### config.mk
export PLATFORM = sky130hd
export DESIGN_NAME = cdb_arbiter
export DESIGN_NICKNAME = d
export VERILOG_FILES = /design/src/rtl/cdb_arbiter.sv
export SDC_FILE = /design/constraint.sdc
export NUM_CORES = 1
export LEC_CHECK = 0
export ABC_AREA = 1
export CORE_UTILIZATION = 41
export DETAILED_ROUTE_END_ITERATION = 10
export PLACE_DENSITY = 0.65
export SLEW_MARGIN = 20
export SYNTH_ARGS = -nofsm -noshare
export SYNTH_HDL_FRONTEND = slang
export SYNTH_SLANG_ARGS = --single-unit
### constraint.sdc
create_clock -name clk -period 4.6 [get_ports clk]
set_input_delay 0.46 -clock clk [delete_from_list [all_inputs] [get_ports clk]]
set_output_delay 0.46 -clock clk [all_outputs]
set_load 0.02 [all_outputs]
### src/rtl/cdb_arbiter.sv
// Result-broadcast arbiter: ALU and load producers each feed a small FIFO,
// a round-robin pick pops one head per cycle onto a registered CDB.
module cdb_arbiter #(
    parameter int DEPTH     = 2,
    parameter int ROB_IDX_W = 6
) (
    input  logic                 clk,
    input  logic                 rst,
    input  logic                 rdy,
    input  logic                 flush,
    input  logic                 alu_valid,
    output logic                 alu_ready,
    input  logic [ROB_IDX_W-1:0] alu_rob_index,
    input  logic [31:0]          alu_res,
    input  logic                 alu_jump,
    input  logic [31:0]          alu_jump_pc,
    input  logic                 ld_valid,
    output logic                 ld_ready,
    input  logic [ROB_IDX_W-1:0] ld_rob_index,
    input  logic [31:0]          ld_data,
    output logic                 cdb_valid,
    output logic                 cdb_src,
    output logic [ROB_IDX_W-1:0] cdb_rob_index,
    output logic [31:0]          cdb_value,
    output logic                 cdb_jump,
    output logic [31:0]          cdb_jump_pc
);

    localparam int PTR_W = (DEPTH > 1) ? $clog2(DEPTH) : 1;
    localparam int CNT_W = PTR_W + 1;

    typedef struct packed {
        logic [ROB_IDX_W-1:0] idx;
        logic [31:0]          res;
        logic                 jump;
        logic [31:0]          jump_pc;
    } alu_ent_t;

    typedef struct packed {
        logic [ROB_IDX_W-1:0] idx;
        logic [31:0]          data;
    } ld_ent_t;

    alu_ent_t             alu_mem_q [DEPTH];
    alu_ent_t             alu_mem_d [DEPTH];
    logic [PTR_W-1:0]     alu_wp_q, alu_wp_d;
    logic [PTR_W-1:0]     alu_rp_q, alu_rp_d;
    logic [CNT_W-1:0]     alu_cnt_q, alu_cnt_d;

    ld_ent_t              ld_mem_q [DEPTH];
    ld_ent_t              ld_mem_d [DEPTH];
    logic [PTR_W-1:0]     ld_wp_q, ld_wp_d;
    logic [PTR_W-1:0]     ld_rp_q, ld_rp_d;
    logic [CNT_W-1:0]     ld_cnt_q, ld_cnt_d;

    logic                 last_grant_q, last_grant_d;
    logic                 cdb_valid_q, cdb_valid_d;
    logic                 cdb_src_q, cdb_src_d;
    logic [ROB_IDX_W-1:0] cdb_rob_index_q, cdb_rob_index_d;
    logic [31:0]          cdb_value_q, cdb_value_d;
    logic                 cdb_jump_q, cdb_jump_d;
    logic [31:0]          cdb_jump_pc_q, cdb_jump_pc_d;

    logic     alu_push, alu_pop, alu_ne, gnt_alu;
    logic     ld_push, ld_pop, ld_ne, gnt_ld;
    alu_ent_t alu_head;
    ld_ent_t  ld_head;

    assign alu_ready = (alu_cnt_q < CNT_W'(DEPTH));
    assign ld_ready  = (ld_cnt_q < CNT_W'(DEPTH));

    always_comb begin
        alu_ne   = (alu_cnt_q != '0);
        ld_ne    = (ld_cnt_q != '0);
        alu_head = alu_mem_q[alu_rp_q];
        ld_head  = ld_mem_q[ld_rp_q];

        // On a tie the source that did not win last time goes first
        gnt_alu  = alu_ne && (!ld_ne || last_grant_q);
        gnt_ld   = ld_ne && (!alu_ne || !last_grant_q);

        alu_push = alu_valid && alu_ready && rdy;
        ld_push  = ld_valid && ld_ready && rdy;
        alu_pop  = gnt_alu && rdy;
        ld_pop   = gnt_ld && rdy;

        alu_mem_d = alu_mem_q;
        if (alu_push) begin
            alu_mem_d[alu_wp_q] = '{alu_rob_index, alu_res, alu_jump, alu_jump_pc};
        end
        alu_wp_d  = alu_wp_q + PTR_W'(alu_push);
        alu_rp_d  = alu_rp_q + PTR_W'(alu_pop);
        alu_cnt_d = alu_cnt_q + CNT_W'(alu_push) - CNT_W'(alu_pop);

        ld_mem_d = ld_mem_q;
        if (ld_push) begin
            ld_mem_d[ld_wp_q] = '{ld_rob_index, ld_data};
        end
        ld_wp_d  = ld_wp_q + PTR_W'(ld_push);
        ld_rp_d  = ld_rp_q + PTR_W'(ld_pop);
        ld_cnt_d = ld_cnt_q + CNT_W'(ld_push) - CNT_W'(ld_pop);

        last_grant_d    = last_grant_q;
        cdb_valid_d     = cdb_valid_q;
        cdb_src_d       = cdb_src_q;
        cdb_rob_index_d = cdb_rob_index_q;
        cdb_value_d     = cdb_value_q;
        cdb_jump_d      = cdb_jump_q;
        cdb_jump_pc_d   = cdb_jump_pc_q;

        if (rdy) begin
            cdb_valid_d = gnt_alu || gnt_ld;
            if (gnt_alu) begin
                last_grant_d    = 1'b0;
                cdb_src_d       = 1'b0;
                cdb_rob_index_d = alu_head.idx;
                cdb_value_d     = alu_head.res;
                cdb_jump_d      = alu_head.jump;
                cdb_jump_pc_d   = alu_head.jump_pc;
            end else if (gnt_ld) begin
                last_grant_d    = 1'b1;
                cdb_src_d       = 1'b1;
                cdb_rob_index_d = ld_head.idx;
                cdb_value_d     = ld_head.data;
                cdb_jump_d      = 1'b0;
                cdb_jump_pc_d   = '0;
            end
        end
    end

    // Payload storage needs no reset: stale slots are unreachable once pointers clear
    always_ff @(posedge clk) begin
        alu_mem_q <= alu_mem_d;
        ld_mem_q  <= ld_mem_d;
    end

    always_ff @(posedge clk) begin
        if (rst || flush) begin
            alu_wp_q        <= '0;
            alu_rp_q        <= '0;
            alu_cnt_q       <= '0;
            ld_wp_q         <= '0;
            ld_rp_q         <= '0;
            ld_cnt_q        <= '0;
            last_grant_q    <= 1'b1;
            cdb_valid_q     <= 1'b0;
            cdb_src_q       <= 1'b0;
            cdb_rob_index_q <= '0;
            cdb_value_q     <= '0;
            cdb_jump_q      <= 1'b0;
            cdb_jump_pc_q   <= '0;
        end else begin
            alu_wp_q        <= alu_wp_d;
            alu_rp_q        <= alu_rp_d;
            alu_cnt_q       <= alu_cnt_d;
            ld_wp_q         <= ld_wp_d;
            ld_rp_q         <= ld_rp_d;
            ld_cnt_q        <= ld_cnt_d;
            last_grant_q    <= last_grant_d;
            cdb_valid_q     <= cdb_valid_d;
            cdb_src_q       <= cdb_src_d;
            cdb_rob_index_q <= cdb_rob_index_d;
            cdb_value_q     <= cdb_value_d;
            cdb_jump_q      <= cdb_jump_d;
            cdb_jump_pc_q   <= cdb_jump_pc_d;
        end
    end

    assign cdb_valid     = cdb_valid_q;
    assign cdb_src       = cdb_src_q;
    assign cdb_rob_index = cdb_rob_index_q;
    assign cdb_value     = cdb_value_q;
    assign cdb_jump      = cdb_jump_q;
    assign cdb_jump_pc   = cdb_jump_pc_q;

endmodule
After elaboration in Yosys (flattened, before gate mapping)
Index checks and enable logic that the tools add are counted.
- bits in registers: 300
- input bits: 115
- output and inout bits: 75
- word-level logic and storage cells: 88
- add/subtract/negate cells: 8
- order comparisons: 8
- muxes and demuxes: 22
- bitwise logic cells: 4
- reductions and logical operators: 21
- operators with widths (operator ; count):
    2-to-1 mux 71 bit ; 4
    2-to-1 mux 38 bit ; 4
    bitwise mux 142 bit ; 1
    2-to-1 mux 32 bit ; 4
    bitwise mux 76 bit ; 1
    demux 71 bit (select 1 bit) ; 1
    demux 38 bit (select 1 bit) ; 1
    2-to-1 mux 6 bit ; 2
    logical AND 1 bit ; 10
    >= comparator 2 bit (second input constant) ; 4
    NOT 1 -> 2 bit ; 4
    nonzero test 2 bit ; 3
    adder 1 bit ; 4
    adder 2 x 1 -> 2 bit ; 2
    logical OR 1 bit ; 4
    < comparator 2 x 1 -> 1 bit (second input constant) ; 2
    < comparator 2 bit (second input constant) ; 2
    2-to-1 mux 1 bit ; 4
    subtractor 2 x 1 -> 2 bit ; 2
    zero test 1 bit ; 3
    AND reduction 2 bit ; 1

Longest topological paths before layout
- depth after elaboration: 6
- mapped depth: 13
- mapped depth without buffers: 11

Worst setup path before layout
OpenSTA, ideal clock, no wires.
- path kind: input-to-reg
- start: input port rdy
- end: register alu_mem_q[0] in the netlist's numbering (enable)
- library setup time: 0.437 ns
- arrival time: 2.551 ns
- data required time: 4.163 ns
- slack: 1.612 ns
- stages on the path: 4
- path buffers: 1
- cell sequence: buf_2 -> nand3_1 -> inv_1 -> ha_1
- longest elaborated chain between the ends: 1
- ends and longest elaborated chain (element ; line ; text):
    start, declared ; 9 ; input logic rdy,
    logical AND 1 bit ; 82 ; alu_push = alu_valid && alu_ready && rdy;
    end signal, assigned ; 133 ; alu_mem_q <= alu_mem_d;
    end, declared ; 44 ; alu_ent_t alu_mem_q [DEPTH];
Every way passes these cells.
A chain may end at the register's enable or synchronous reset.

Final worst setup path
- start: input port rdy
- end: register alu_mem_q[50] in the netlist's numbering (enable)
The elaborated chain is that of the path after synthesis.

==> flow_summary.yaml <==
status:
  status: "finished clean"
clock_tree:
  cts_resized: 0
  clockBufferDepth: 3
  cts_buffers: 31
  insertion_delay_ns: 0.55
  postCtsSetupBuffers: 0
  cts_root_buf: "clkbuf_16"
  cts_num_sinks: 300
  cts.clk_slew.worst_paths_ns: 0.06
  cts_tree: "built"
  h-tree-depth: 1
  cts_hold_buf: 0
worst_setup_path:
  start_kind: "input port"
  reg2regPathDepth: 11
  crit_fanout: 71
  cp.required_ns: 4.77
  path_class: "in -> reg"
  cp_data_arrival_time_ns: 2.53
  cp-end-kind: "register"
grt:
  antenna_found_initial: 0
  grt_use_total_pct: 18.43
  grt_max_degree: 101
  grt_pass1_vias: 7946
  overflow: 0
  grt_pass1_wl_um: 41420
timing:
  hold_viol_final: 0
  period_share_pct: 51.37
  fin_setup_tns_ns: 0
  fmax_mhz: 423.2
  worst_pin_slew_ns: 1.066
  maxSlewHeadroom_pct: 28.92
  finalCriticalPeriod_ns: 2.363
  slew_viol_final: 0
  setup_viol: 0
  finalClockSkew_ns: 0.008676
  worst_hold_slack_ns: 0.4614
  rsz0062_at_grt: "false"
die:
  core_sq_um: 28010
  start_util_pct: 41.98
  die_area_sq_um: 29360
  die_w_um: 171.4
  die_h_um: 171.4
  io_pins: 190
  rows: 61
place:
  gp_congestion: 0.7752
  numPortBuffers: 189
  dp_hpwl_um: 16170
  postPlaceCellArea_sq_um: 13920
synthesis:
  synth-edff-count: 218
  synth.area.top_cells: "edfxtp_1, nand2_1, dfxtp_1"
  synth-async-reset-ratio_pct: 0
  synth_top_area_share_pct: 55.67
  synth_ff_type: "edfxtp_1"
  syn_area_sq_um: 11760
  synthDistinctLibCells: 21
  syn_avg_cell_area_sq_um: 10.14
  ys_ff_latch: 300
  synth_top_cell_by_area: "edfxtp_1"
  ys_seq_area_share_pct: 69.62
  syn-instance-count: 1160
  synthesis.nets: 1283
  ys_warn_count: 0
drt:
  vias_per_cell: 4.678
  dr.pass1.iters: 5
  ant_nets: 0
  finalWirelength_um: 26780
  dr.first_iter.drc_count: 502
  num_vias: 8103
  wl_per_cell_um: 15.46
  route.detailed.drc: 0
layout:
  drive_gt1_share_pct: 5.691
  fin_nets: 1452
  final_cell_mix: "nand2_1, edfxtp_1, clkdlybuf4s50_1, nor2_1, dfxtp_1"
  layout_commonest_cell: "nand2_1"
  area_growth_pct: 27.10
  fin_area_sq_um: 14950
flow_run:
  cap_violations: 0
hold_path:
  hold_class: "reg -> reg"
  holdPathStages: 2
pwr:
  finalPower_mw: 5.981
  powerDensity_nw_per_um2: 400.2
  ir_worst_vdd_v: 0.0003007
  p_leak_nw: 5.949
-- worst paths after layout --
check                           slack [ns]             end      startpoint
worst max-delay path                  2.24   alu_mem_q[50]             rdy
worst min-delay path                  0.46  cdb_jump_pc[0]  cdb_jump_pc[0]
worst max register to register        2.32     ld_cnt_q[1]    alu_cnt_q[1]
worst min register to register        0.46  cdb_jump_pc[0]  cdb_jump_pc[0]
-- cells by family (layout without fill, tap and decap cells) --
family,count (synthesis),after routing,synth area share [%]
DFF,300,300,69.62
and+or+nand+nor,672,672,22.48
buffers and inverters,120,313,4.405
AOI/OAI and AO/OA,58,58,2.490
other,0,1,0
xor gates and xnor gates,2,2,0.1490
adders and majority gates,8,8,0.8512
-- registers in the layout, summed over array words and instances, names as in the netlist --
signal	count
alu_mem_q	142
cdb_rob_index	6
last_grant_q	1
cdb_valid	1
ld_cnt_q	2
ld_wp_q	1
cdb_jump_pc	32
ld_rp_q	1
cdb_jump	1
cdb_value	32
alu_cnt_q	2
alu_rp_q	1
cdb_src	1
alu_wp_q	1
ld_mem_q	76
-- critical path: stages --
cell and delay, ns:
clkdlybuf4s50_1 0.79, nand3_1 0.18, inv_1 0.17, ha_4 0.87
-- power breakdown --
group	leakage, nW	internal, mW	switching [mW]
sequential	2.67	2.99	0.0269
combinational	2.77	0.208	0.296
clock	0.509	1.45	1.01
-- metal layers --
metal	routed length, um	global-route usage (%)	vias to the layer above
met4	465	5.085	0
met2	13140	32.71	226
met3	1566	3.106	38
met5	0	0	-
met1	11600	23.10	3755
li1	-	-	4084
-- through the flow --
step	worst slack, ns	util [%]	cells
floorplan	1.612	-	1160
global placement	1.740	49.68	1674
detailed placement	1.710	49.68	1674
CTS	2.205	53.29	1731
global route	2.072	53.35	1731
finish	2.237	53.36	1732
-- cell usage after synthesis, types with 4 or more instances --
master	n
nor2_1	93
nand2_1	524
inv_1	58
edfxtp_1	218
nand3_1	44
nand2_2	4
buf_1	4
ha_1	8
inv_2	5
o21ai_0	4
a21oi_1	52
buf_2	33
buf_4	7
nand2_4	4
clkbuf_1	13
dfxtp_1	82
-- area by class of cell --
class | count | area, sq um
diodes | 1 | 2.502
clock buffers | 41 | 884.6
clock inverters | 16 | 125.1
fillers | 2442 | 13060
inverters | 63 | 236.5
multi-input cells | 740 | 3110
flip-flops and latches | 300 | 8193
well taps | 378 | 473.0
repair buffers | 193 | 1922
Power figures use the tool's default switching activity.
